==> src/rtl/bsg_axil_fifo_master_pkg.sv <==
// Shared AXI-Lite definitions for the FIFO-to-AXI-Lite master.
// Provides the AXI response encoding (the same encoding as the subsystem AXI
// package) and the fixed protection value that this master drives on AW/AR.
package bsg_axil_fifo_master_pkg;

  typedef enum logic [1:0] {
    e_axi_resp_okay   = 2'b00,
    e_axi_resp_exokay = 2'b01,
    e_axi_resp_slverr = 2'b10,
    e_axi_resp_decerr = 2'b11
  } bsg_axi_resp_e;

  // Unprivileged, secure, data access.
  localparam logic [2:0] axil_prot_default_gp = 3'b000;

endpackage

==> src/rtl/bsg_axil_fifo_master_if.sv <==
// AXI4-Lite bus bundle between an initiator (master modport) and a target
// (slave modport).
//   AW: awaddr, awprot, awvalid (M->S), awready (S->M)
//   W : wdata, wstrb, wvalid (M->S), wready (S->M)
//   B : bresp, bvalid (S->M), bready (M->S)
//   AR: araddr, arprot, arvalid (M->S), arready (S->M)
//   R : rdata, rresp, rvalid (S->M), rready (M->S)
interface bsg_axil_fifo_master_if
  #(parameter int addr_width_p = 32
  , parameter int data_width_p = 32
  );

  localparam int mask_width_lp = data_width_p >> 3;

  logic [addr_width_p-1:0]  awaddr;
  logic [2:0]               awprot;
  logic                     awvalid;
  logic                     awready;

  logic [data_width_p-1:0]  wdata;
  logic [mask_width_lp-1:0] wstrb;
  logic                     wvalid;
  logic                     wready;

  logic [1:0]               bresp;
  logic                     bvalid;
  logic                     bready;

  logic [addr_width_p-1:0]  araddr;
  logic [2:0]               arprot;
  logic                     arvalid;
  logic                     arready;

  logic [data_width_p-1:0]  rdata;
  logic [1:0]               rresp;
  logic                     rvalid;
  logic                     rready;

  modport master
    (output awaddr, awprot, awvalid, input awready
    ,output wdata, wstrb, wvalid, input wready
    ,input bresp, bvalid, output bready
    ,output araddr, arprot, arvalid, input arready
    ,input rdata, rresp, rvalid, output rready
    );

  modport slave
    (input awaddr, awprot, awvalid, output awready
    ,input wdata, wstrb, wvalid, output wready
    ,output bresp, bvalid, input bready
    ,input araddr, arprot, arvalid, output arready
    ,output rdata, rresp, rvalid, input rready
    );

endinterface

==> src/rtl/bsg_axil_fifo_master_dff_en.sv <==
// Enabled register bank used for the request payload and response holding
// registers.
//   clk_i   : clock
//   reset_i : asynchronous active-high reset (only used when reset_p = 1)
//   en_i    : load enable
//   data_i  : next value
//   data_o  : registered value
// With reset_p = 0 the bank has no reset at all (pure datapath storage).
module bsg_axil_fifo_master_dff_en
  #(parameter int width_p = 1
  , parameter bit reset_p = 1'b0
  )
  (input  logic               clk_i
  ,input  logic               reset_i
  ,input  logic               en_i
  ,input  logic [width_p-1:0] data_i
  ,output logic [width_p-1:0] data_o
  );

  logic [width_p-1:0] data_q;

  if (reset_p) begin : g_rst
    always_ff @(posedge clk_i or posedge reset_i) begin
      if (reset_i)
        data_q <= '0;
      else if (en_i)
        data_q <= data_i;
    end
  end else begin : g_nrst
    logic unused_reset;
    assign unused_reset = reset_i;

    always_ff @(posedge clk_i) begin
      if (en_i)
        data_q <= data_i;
    end
  end

  assign data_o = data_q;

endmodule

==> src/rtl/bsg_axil_fifo_master.sv <==
// FIFO-style request/response port to AXI4-Lite master bridge.
// One transaction is in flight at a time; every accepted request yields
// exactly one response beat.
//   clk_i, reset_i        : clock, asynchronous active-high reset
//   data_i/addr_i/wmask_i : request payload; w_i = 1 write, 0 read
//   v_i / ready_and_o     : request handshake
//   data_o/resp_o/w_o     : response (rdata or 0, bresp/rresp, 1 = write ack)
//   v_o / ready_and_i     : response handshake
//   m_axil                : AXI4-Lite master bus
// All handshake outputs come straight from flops, so nothing on the AXI side
// reaches them combinationally.
module bsg_axil_fifo_master
  import bsg_axil_fifo_master_pkg::*;
  #(parameter int axil_data_width_p = 32
  , parameter int axil_addr_width_p = 32
  , localparam int axil_mask_width_lp = axil_data_width_p >> 3
  )
  (input  logic                          clk_i
  ,input  logic                          reset_i

  ,input  logic [axil_data_width_p-1:0]  data_i
  ,input  logic [axil_addr_width_p-1:0]  addr_i
  ,input  logic                          v_i
  ,input  logic                          w_i
  ,input  logic [axil_mask_width_lp-1:0] wmask_i
  ,output logic                          ready_and_o

  ,output logic [axil_data_width_p-1:0]  data_o
  ,output logic [1:0]                    resp_o
  ,output logic                          w_o
  ,output logic                          v_o
  ,input  logic                          ready_and_i

  ,bsg_axil_fifo_master_if.master        m_axil
  );

  typedef enum logic [2:0] {
    e_idle,
    e_write,
    e_read,
    e_wait_b,
    e_wait_r,
    e_return
  } state_e;

  localparam int lg_mask_lp       = $clog2(axil_mask_width_lp);
  localparam int payload_width_lp = axil_addr_width_p + axil_data_width_p + axil_mask_width_lp;
  localparam int resp_width_lp    = axil_data_width_p + 3;

  state_e state_q, state_d;
  logic   aw_done_q, aw_done_d;
  logic   w_done_q, w_done_d;
  logic   awvalid_q, awvalid_d;
  logic   wvalid_q, wvalid_d;
  logic   arvalid_q, arvalid_d;
  logic   bready_q, bready_d;
  logic   rready_q, rready_d;
  logic   v_q, v_d;
  logic   ready_and_q, ready_and_d;

  logic aw_hs, w_hs, ar_hs, b_hs, r_hs;

  assign aw_hs = awvalid_q & m_axil.awready;
  assign w_hs  = wvalid_q  & m_axil.wready;
  assign ar_hs = arvalid_q & m_axil.arready;
  assign b_hs  = bready_q  & m_axil.bvalid;
  assign r_hs  = rready_q  & m_axil.rvalid;

  // Request payload: loaded on the accept handshake, held for the whole
  // transaction so the AXI payloads stay stable while their valids are up.
  logic                          req_en;
  logic [axil_addr_width_p-1:0]  addr_r;
  logic [axil_data_width_p-1:0]  wdata_r;
  logic [axil_mask_width_lp-1:0] wmask_r;
  logic [payload_width_lp-1:0]   payload_r;

  assign req_en = ready_and_q & v_i;

  bsg_axil_fifo_master_dff_en
    #(.width_p(payload_width_lp), .reset_p(1'b0))
    payload_reg
    (.clk_i   (clk_i)
    ,.reset_i (reset_i)
    ,.en_i    (req_en)
    ,.data_i  ({addr_i, data_i, wmask_i})
    ,.data_o  (payload_r)
    );

  assign {addr_r, wdata_r, wmask_r} = payload_r;

  // Response holding register: loaded on the B or R handshake (mutually
  // exclusive by state) and reset to zero so data_o/resp_o/w_o are defined.
  logic                         resp_en;
  logic [axil_data_width_p-1:0] rsp_data_d;
  bsg_axi_resp_e                rsp_resp_d;
  logic                         rsp_w_d;
  logic [resp_width_lp-1:0]     rsp_r;

  assign resp_en = b_hs | r_hs;

  always_comb begin
    rsp_data_d = m_axil.rdata;
    rsp_resp_d = bsg_axi_resp_e'(m_axil.rresp);
    rsp_w_d    = 1'b0;
    if (b_hs) begin
      rsp_data_d = '0;
      rsp_resp_d = bsg_axi_resp_e'(m_axil.bresp);
      rsp_w_d    = 1'b1;
    end
  end

  bsg_axil_fifo_master_dff_en
    #(.width_p(resp_width_lp), .reset_p(1'b1))
    resp_reg
    (.clk_i   (clk_i)
    ,.reset_i (reset_i)
    ,.en_i    (resp_en)
    ,.data_i  ({rsp_data_d, rsp_resp_d, rsp_w_d})
    ,.data_o  (rsp_r)
    );

  assign {data_o, resp_o, w_o} = rsp_r;

  // Next-state logic. Output flops are decoded from the next state so that
  // each handshake output is a plain register.
  always_comb begin
    state_d   = state_q;
    aw_done_d = aw_done_q;
    w_done_d  = w_done_q;

    unique case (state_q)
      e_idle: begin
        if (v_i)
          state_d = w_i ? e_write : e_read;
      end
      e_write: begin
        aw_done_d = aw_done_q | aw_hs;
        w_done_d  = w_done_q  | w_hs;
        // Both channels done, including handshakes landing this cycle.
        if (aw_done_d & w_done_d) begin
          state_d   = e_wait_b;
          aw_done_d = 1'b0;
          w_done_d  = 1'b0;
        end
      end
      e_read: begin
        if (ar_hs)
          state_d = e_wait_r;
      end
      e_wait_b: begin
        if (b_hs)
          state_d = e_return;
      end
      e_wait_r: begin
        if (r_hs)
          state_d = e_return;
      end
      e_return: begin
        // No bypass: the next request is taken from e_idle.
        if (ready_and_i)
          state_d = e_idle;
      end
      default: state_d = e_idle;
    endcase

    awvalid_d   = (state_d == e_write) & ~aw_done_d;
    wvalid_d    = (state_d == e_write) & ~w_done_d;
    arvalid_d   = (state_d == e_read);
    bready_d    = (state_d == e_wait_b);
    rready_d    = (state_d == e_wait_r);
    v_d         = (state_d == e_return);
    ready_and_d = (state_d == e_idle);
  end

  always_ff @(posedge clk_i or posedge reset_i) begin
    if (reset_i) begin
      state_q     <= e_idle;
      aw_done_q   <= 1'b0;
      w_done_q    <= 1'b0;
      awvalid_q   <= 1'b0;
      wvalid_q    <= 1'b0;
      arvalid_q   <= 1'b0;
      bready_q    <= 1'b0;
      rready_q    <= 1'b0;
      v_q         <= 1'b0;
      ready_and_q <= 1'b1;
    end else begin
      state_q     <= state_d;
      aw_done_q   <= aw_done_d;
      w_done_q    <= w_done_d;
      awvalid_q   <= awvalid_d;
      wvalid_q    <= wvalid_d;
      arvalid_q   <= arvalid_d;
      bready_q    <= bready_d;
      rready_q    <= rready_d;
      v_q         <= v_d;
      ready_and_q <= ready_and_d;
    end
  end

  assign ready_and_o    = ready_and_q;
  assign v_o            = v_q;

  assign m_axil.awaddr  = addr_r;
  assign m_axil.awprot  = axil_prot_default_gp;
  assign m_axil.awvalid = awvalid_q;
  assign m_axil.wdata   = wdata_r;
  assign m_axil.wstrb   = wmask_r;
  assign m_axil.wvalid  = wvalid_q;
  assign m_axil.bready  = bready_q;
  // Reads are issued word-aligned to the bus width.
  assign m_axil.araddr  = {addr_r[axil_addr_width_p-1:lg_mask_lp], {lg_mask_lp{1'b0}}};
  assign m_axil.arprot  = axil_prot_default_gp;
  assign m_axil.arvalid = arvalid_q;
  assign m_axil.rready  = rready_q;

endmodule

==> src/flat_wrapper.sv <==
// flat-port wrapper written by rule: the top's interface ports become plain ports
module bsg_axil_fifo_master_flat import bsg_axil_fifo_master_pkg::*;
#(parameter int axil_data_width_p = 32
  , parameter int axil_addr_width_p = 32
  , localparam int axil_mask_width_lp = axil_data_width_p >> 3
  )
  (clk_i, reset_i, data_i, addr_i, v_i, w_i, wmask_i, ready_and_o, data_o, resp_o, w_o, v_o, ready_and_i, m_axil_awaddr, m_axil_awprot, m_axil_awvalid, m_axil_awready, m_axil_wdata, m_axil_wstrb, m_axil_wvalid, m_axil_wready, m_axil_bresp, m_axil_bvalid, m_axil_bready, m_axil_araddr, m_axil_arprot, m_axil_arvalid, m_axil_arready, m_axil_rdata, m_axil_rresp, m_axil_rvalid, m_axil_rready);
  bsg_axil_fifo_master_if #(.addr_width_p(32), .data_width_p(32)) m_axil_i ();
  input  logic clk_i;
  input  logic reset_i;
  input  logic [axil_data_width_p-1:0] data_i;
  input  logic [axil_addr_width_p-1:0] addr_i;
  input  logic v_i;
  input  logic w_i;
  input  logic [axil_mask_width_lp-1:0] wmask_i;
  output logic ready_and_o;
  output logic [axil_data_width_p-1:0] data_o;
  output logic [1:0] resp_o;
  output logic w_o;
  output logic v_o;
  input  logic ready_and_i;
  output wire logic [$bits(m_axil_i.awaddr)-1:0] m_axil_awaddr;
  output wire logic [$bits(m_axil_i.awprot)-1:0] m_axil_awprot;
  output wire logic [$bits(m_axil_i.awvalid)-1:0] m_axil_awvalid;
  input wire logic [$bits(m_axil_i.awready)-1:0] m_axil_awready;
  output wire logic [$bits(m_axil_i.wdata)-1:0] m_axil_wdata;
  output wire logic [$bits(m_axil_i.wstrb)-1:0] m_axil_wstrb;
  output wire logic [$bits(m_axil_i.wvalid)-1:0] m_axil_wvalid;
  input wire logic [$bits(m_axil_i.wready)-1:0] m_axil_wready;
  input wire logic [$bits(m_axil_i.bresp)-1:0] m_axil_bresp;
  input wire logic [$bits(m_axil_i.bvalid)-1:0] m_axil_bvalid;
  output wire logic [$bits(m_axil_i.bready)-1:0] m_axil_bready;
  output wire logic [$bits(m_axil_i.araddr)-1:0] m_axil_araddr;
  output wire logic [$bits(m_axil_i.arprot)-1:0] m_axil_arprot;
  output wire logic [$bits(m_axil_i.arvalid)-1:0] m_axil_arvalid;
  input wire logic [$bits(m_axil_i.arready)-1:0] m_axil_arready;
  input wire logic [$bits(m_axil_i.rdata)-1:0] m_axil_rdata;
  input wire logic [$bits(m_axil_i.rresp)-1:0] m_axil_rresp;
  input wire logic [$bits(m_axil_i.rvalid)-1:0] m_axil_rvalid;
  output wire logic [$bits(m_axil_i.rready)-1:0] m_axil_rready;
  assign m_axil_awaddr = m_axil_i.awaddr;
  assign m_axil_awprot = m_axil_i.awprot;
  assign m_axil_awvalid = m_axil_i.awvalid;
  assign m_axil_i.awready = m_axil_awready;
  assign m_axil_wdata = m_axil_i.wdata;
  assign m_axil_wstrb = m_axil_i.wstrb;
  assign m_axil_wvalid = m_axil_i.wvalid;
  assign m_axil_i.wready = m_axil_wready;
  assign m_axil_i.bresp = m_axil_bresp;
  assign m_axil_i.bvalid = m_axil_bvalid;
  assign m_axil_bready = m_axil_i.bready;
  assign m_axil_araddr = m_axil_i.araddr;
  assign m_axil_arprot = m_axil_i.arprot;
  assign m_axil_arvalid = m_axil_i.arvalid;
  assign m_axil_i.arready = m_axil_arready;
  assign m_axil_i.rdata = m_axil_rdata;
  assign m_axil_i.rresp = m_axil_rresp;
  assign m_axil_i.rvalid = m_axil_rvalid;
  assign m_axil_rready = m_axil_i.rready;
  bsg_axil_fifo_master #(.axil_data_width_p(axil_data_width_p), .axil_addr_width_p(axil_addr_width_p)) u_core (.clk_i(clk_i), .reset_i(reset_i), .data_i(data_i), .addr_i(addr_i), .v_i(v_i), .w_i(w_i), .wmask_i(wmask_i), .ready_and_o(ready_and_o), .data_o(data_o), .resp_o(resp_o), .w_o(w_o), .v_o(v_o), .ready_and_i(ready_and_i), .m_axil(m_axil_i));
endmodule
==> config.mk <==
export PLATFORM = sky130hd
export DESIGN_NAME = bsg_axil_fifo_master_flat
export DESIGN_NICKNAME = d
export VERILOG_FILES = /design/src/rtl/bsg_axil_fifo_master_pkg.sv /design/src/rtl/bsg_axil_fifo_master_if.sv /design/src/rtl/bsg_axil_fifo_master_dff_en.sv /design/src/rtl/bsg_axil_fifo_master.sv /design/src/flat_wrapper.sv
export SDC_FILE = /design/constraint.sdc
export NUM_CORES = 1
export LEC_CHECK = 0
export BUFFER_PORTS_ARGS = -buffer_cell sky130_fd_sc_hd__buf_4
export CAP_MARGIN = 25
export CORE_MARGIN = 3
export CORE_UTILIZATION = 40
export CTS_CLUSTER_DIAMETER = 60
export CTS_CLUSTER_SIZE = 40
export DETAILED_ROUTE_END_ITERATION = 6
export PLACE_DENSITY = 0.72
export SYNTH_ARGS = -nofsm -noshare
export SYNTH_HDL_FRONTEND = slang
export SYNTH_SLANG_ARGS = --single-unit
==> constraint.sdc <==
create_clock -name clk_i -period 3.15 [get_ports clk_i]
set_input_delay 0.315 -clock clk_i [delete_from_list [all_inputs] [get_ports clk_i]]
set_output_delay 0.315 -clock clk_i [all_outputs]
set_load 0.05 [all_outputs]
======== Word-level counts from Yosys, hierarchy flattened ========
Index checks and enable logic that the tools add are counted.
operators by class
  equal/unequal tests ..................... 10
  muxes and demuxes ....................... 15
  bitwise operators ....................... 14
  reduce and logical (&&, ||, !) cells .... 2
operators by type and width
  operator                                        count
  2-to-1 mux 32 bit                               1
  2-to-1 mux 3 bit                                6
  case mux 3 bit (6 select lines)                 1
  == test 3 x 2 -> 1 bit (second input constant)  4
  == test 3 bit (second input constant)           4
  AND 1 bit                                       9
  == test 3 x 1 -> 1 bit (second input constant)  2
  logical NOT 3 bit                               2
  2-to-1 mux 1 bit                                5
  2-to-1 mux 2 bit                                2
  bitwise OR 1 bit                                3
  NOT 1 bit                                       2
word-level totals
  register bits ........................... 115
  input port bits ......................... 114
  output and inout bits ................... 148
  logic and storage cells ................. 53

======== Depth between registers and ports, before layout ========
  depth after elaboration ................. 7
  mapped depth ............................ 6
  depth with buffers taken out ............ 5

======== Cells and area by module ========
A second synthesis with hierarchy kept.
unflattened totals
  cells, all modules ...................... 279
  area total of the unflattened synthesis .. 4,611.9 um2
modules (own cells, without submodules)
  module                                            times used  cells an instance  area each (um2)  seq. area each (um2)
  bsg_axil_fifo_master_dff_en (u_core.payload_reg)  1           68                 2,042.0          2,042.0
  bsg_axil_fifo_master_dff_en (u_core.resp_reg)     1           75                 1,457.6          875.8
  bsg_axil_fifo_master                              1           136                1,112.3          301.5

======== Least setup slack after synthesis ========
OpenSTA, ideal clock, no wires.
  path type ............................... reg-to-reg
  start ................................... register u_core.ready_and_q, in the netlist u_core.ready_and_o
  end ..................................... register u_core.payload_reg.data_q[0], in the netlist u_core.payload_reg.data_o[0], enable pin
  arrival ................................. 2,335 ps
  data required time ...................... 2,717 ps
  slack ................................... 382 ps
  cell stages (with the launch flop) ...... 2
  path buffers ............................ 0
  path through ............................ dfstp_2 -> and2_1
on the way
  longest elaborated chain between the ends .. 1
ends and longest elaborated chain
  element                      RTL line                           RTL
  from (decl)                  bsg_axil_fifo_master.sv:59         logic ready_and_q, ready_and_d;
  from (signal assigned)       bsg_axil_fifo_master.sv:197        ready_and_q <= ready_and_d;
  AND 1 bit                    bsg_axil_fifo_master.sv:77         assign req_en = ready_and_q & v_i;
  net u_core.payload_reg.en_i  bsg_axil_fifo_master_dff_en.sv:15  ,input logic en_i
  to (signal assigned)         bsg_axil_fifo_master_dff_en.sv:35  data_q <= data_i;
  to (decl)                    bsg_axil_fifo_master_dff_en.sv:20  logic [width_p-1:0] data_q;
The timed path passes the listed nets, and every way through them passes these cells.
A chain may end at the register's enable or synchronous reset.

======== Final worst setup path ========
  start ................................... register u_core.ready_and_q, in the netlist u_core.ready_and_o
  end ..................................... register u_core.payload_reg.data_q[67], in the netlist u_core.payload_reg.data_o[67], enable pin
The elaborated chain is that of the path after synthesis.

==> metrics.cfg <==
[detailed_routing]
post_drt_via_cell_ratio = 4.53
drt_first_pass_iters = 4
wl_per_cell_um = 17.6
dr.first_iter.drc_count = 184
number_of_remaining_drc_errors = 0
routed_wirelength_um = 13500
detail-route-antenna-nets = 0
via_count = 3472

[placed_design]
globalplace.congestion = 0.810
post_dp_cell_area_um2 = 6060
hpwlAfterDp_um = 8610
buffer_ports.inserted = 253

[layout]
design.final.nets = 731
finish.instance_area_um2 = 7370
synthToLayoutAreaGrowth_pct = 73.3
drive_gt1_frac = 0.463
layout_commonest_cell = buf_4
layout.cells.most_common_list = buf_4, dlygate4sd3_1, edfxtp_1
utilization = 0.714
n_antenna_cell = 0
n_fill_cell = 716

[critical_path]
cells_on_worst_reg2reg_path = 2
critPathRequiredTime_ps = 3330
r2r_end = u_core.payload_reg.data_o[67]$_DFFE_PP_
worstPathArrival_ps = 1920
r2r_slack_ps = 1420
critical_path.reg2reg.startpoint = u_core.ready_and_o$_DFF_PP1_
critical_path.endpoint_type = register
critPathMaxFanout = 22
crit_type = register to register
worstSetupStartpoint = u_core.ready_and_o$_DFF_PP1_
nature_of_the_critical_path_startpoint = register

[hold_path]
holdPathStages = 3
worst_hold_path.endpoint = u_core.resp_reg.data_o[17]$_DFFE_PP0P_
timing.hold.worst.class = input port to register
hp-start = m_axil_rdata[14]

[yosys]
postSynthRegisterBits = 115
yosysWarnings = 0
synth-edff-count = 68
synth_top_area_cell = edfxtp_1
synth.avg_cell_area_um2 = 13.7
ys_top_cells_by_area = edfxtp_1, dfrtp_1, buf_4
post_synth_num_cell_types = 29
postSynthCellCount = 311
synthesis.area_um2 = 4250
ys_seq_area_frac = 0.757
ys_dominant_reg_cell = edfxtp_1
synthArstFlopShare = 0.409
synth.top_cell.area_share = 0.480

[global_route]
grt_first_pass_wirelength_um = 19500
grtUsageTotal = 0.223
grt_start_max_net_pins = 48
grtUsageMet3 = 0.0675
grtUsageMet2 = 0.411
via_count_of_the_first_global_routing_pass = 3635
grt_antenna_before_repair = 0
grt_use_met1 = 0.236
grt-busiest-layer = met2
grt_remaining_overflow = 0

[timing]
finalHoldViolations = 0
period_needed_ps = 1730
period_share = 0.550
max_freq_ghz = 0.577
totalNegativeSetupSlack_ps = 0
worst_slew_pin_slew_ps = 551
setup_violations = 0
slew-limit-headroom = 0.633
grt_setup_unrepaired = no
final_max_slew_viol_count = 0
fin_worst_skew_ps = 9.77

[floorplan]
num_rows = 37
die_y_um = 109
io_pins = 262
floorplan_die_width_um = 109
placeableCoreArea_um2 = 10300
die_area_um2 = 11900
floorplan.initialDensity = 0.412

[clock_network]
post_cts_resize_count = 0
clock_latency_on_the_worst_skew_pair_ps = 500
cts_buffers = 17
clock_tree_from_tritoncts = done
cts_max_path_buffers = 2
cts.reportedPaths.clkPinSlew_ps = 60
clock_tree.htree_level_count = 4
cts_num_sinks = 115
cts.root.buffer_cell = clkbuf_8

[pwr]
finalPower_uw = 5300
worst_vdd_rail_ir_drop_mv = 0.519
p_leak_uw = 0.00335
power_per_cell_area_nw_per_um2 = 719

[flow_run]
drv.max_cap_violation_count = 0

[run_status]
outcome = complete, no violations

## power by group
part	total [uW]	switching (uW)	internal [uW]
Combinational	1520	1010	501
Clock	1850	638	1210
Sequential	1930	117	1810
## how the worst max path moves through the flow
stage	endpoint	slack (ps)	cells past startpoint
after floorplan	u_core.payload_reg.data_o[0]$_DFFE_PP_	380	1
after global placement	u_core.payload_reg.data_o[67]$_DFFE_PP_	1490	2
after detailed placement	u_core.payload_reg.data_o[43]$_DFFE_PP_	1440	2
after CTS	u_core.payload_reg.data_o[66]$_DFFE_PP_	1420	2
after global routing	u_core.payload_reg.data_o[43]$_DFFE_PP_	1330	2
final	u_core.payload_reg.data_o[67]$_DFFE_PP_	1420	2
## critical path: stages (launching register included)
cell     delay, ps
dfstp_2        530
and2_2         500
buf_4          370
## synth_stat cells, drive strengths merged (2+ instances only)
master  number
nand2       67
a21oi       36
edfxtp      68
a211oi       2
a31oi        2
nor2        10
dfrtp       46
buf         40
and2         3
clkbuf      10
a21o         2
nor3         3
inv          5
mux2i        3
o21ai        3
## area by class of cell
class	count	area [um2]	area share
Multi-Input combinational cell	148	704	0.0956
Inverter	5	18.8	0.00255
Clock inverter	8	96.3	0.0131
Tap cell	136	170	0.0231
Timing Repair Buffer	330	2680	0.364
Sequential cell	115	3220	0.437
Clock buffer	24	483	0.0655
## state kept, by name, indices dropped and copies added (netlist names)
| name | flops |
|---|---|
| u_core.ready_and_o | 1 |
| u_core.m_axil.awvalid | 1 |
| u_core.resp_reg.data_o | 35 |
| u_core.m_axil.wvalid | 1 |
| u_core.aw_done_q | 1 |
| u_core.state_q | 3 |
| u_core.m_axil.arvalid | 1 |
| u_core.m_axil.bready | 1 |
| u_core.w_done_q | 1 |
| u_core.payload_reg.data_o | 68 |
| u_core.m_axil.rready | 1 |
| u_core.v_o | 1 |
## what timing repair did
action | 4_1_cts | 5_1_grt
hold buffers | 70 | 1
endpoints found under the hold margin | 70 | 19
setup buffers | 0 | 0
## kinds of logic (layout without fill, tap and decap cells)
family	Yosys count	after routing	synth area share
DFF	115	115	0.757
and+or+nand+nor	90	90	0.0912
buffers and inverters	55	367	0.0838
AOI/OAI and AO/OA	47	47	0.0600
muxes	3	3	0.00706
other	1	8	0.000882
## layer usage
layer  vias to the layer above  part of all wire
li1                       1637                 -
met1                      1639              0.35
met2                       180              0.55
met3                        16             0.083
met4                         0             0.015
met5                         -                 0
## stage by stage
step                      std cells  hold slack (ps)  worst slack [ps]
final                           766             52.2              1420
after global routing            766             32.5              1330
after CTS                       764             23.3              1420
after detailed placement        662              469              1440
after global placement          662              464              1490
after floorplan                 318              414               382
(Power assumes the default switching activity.)
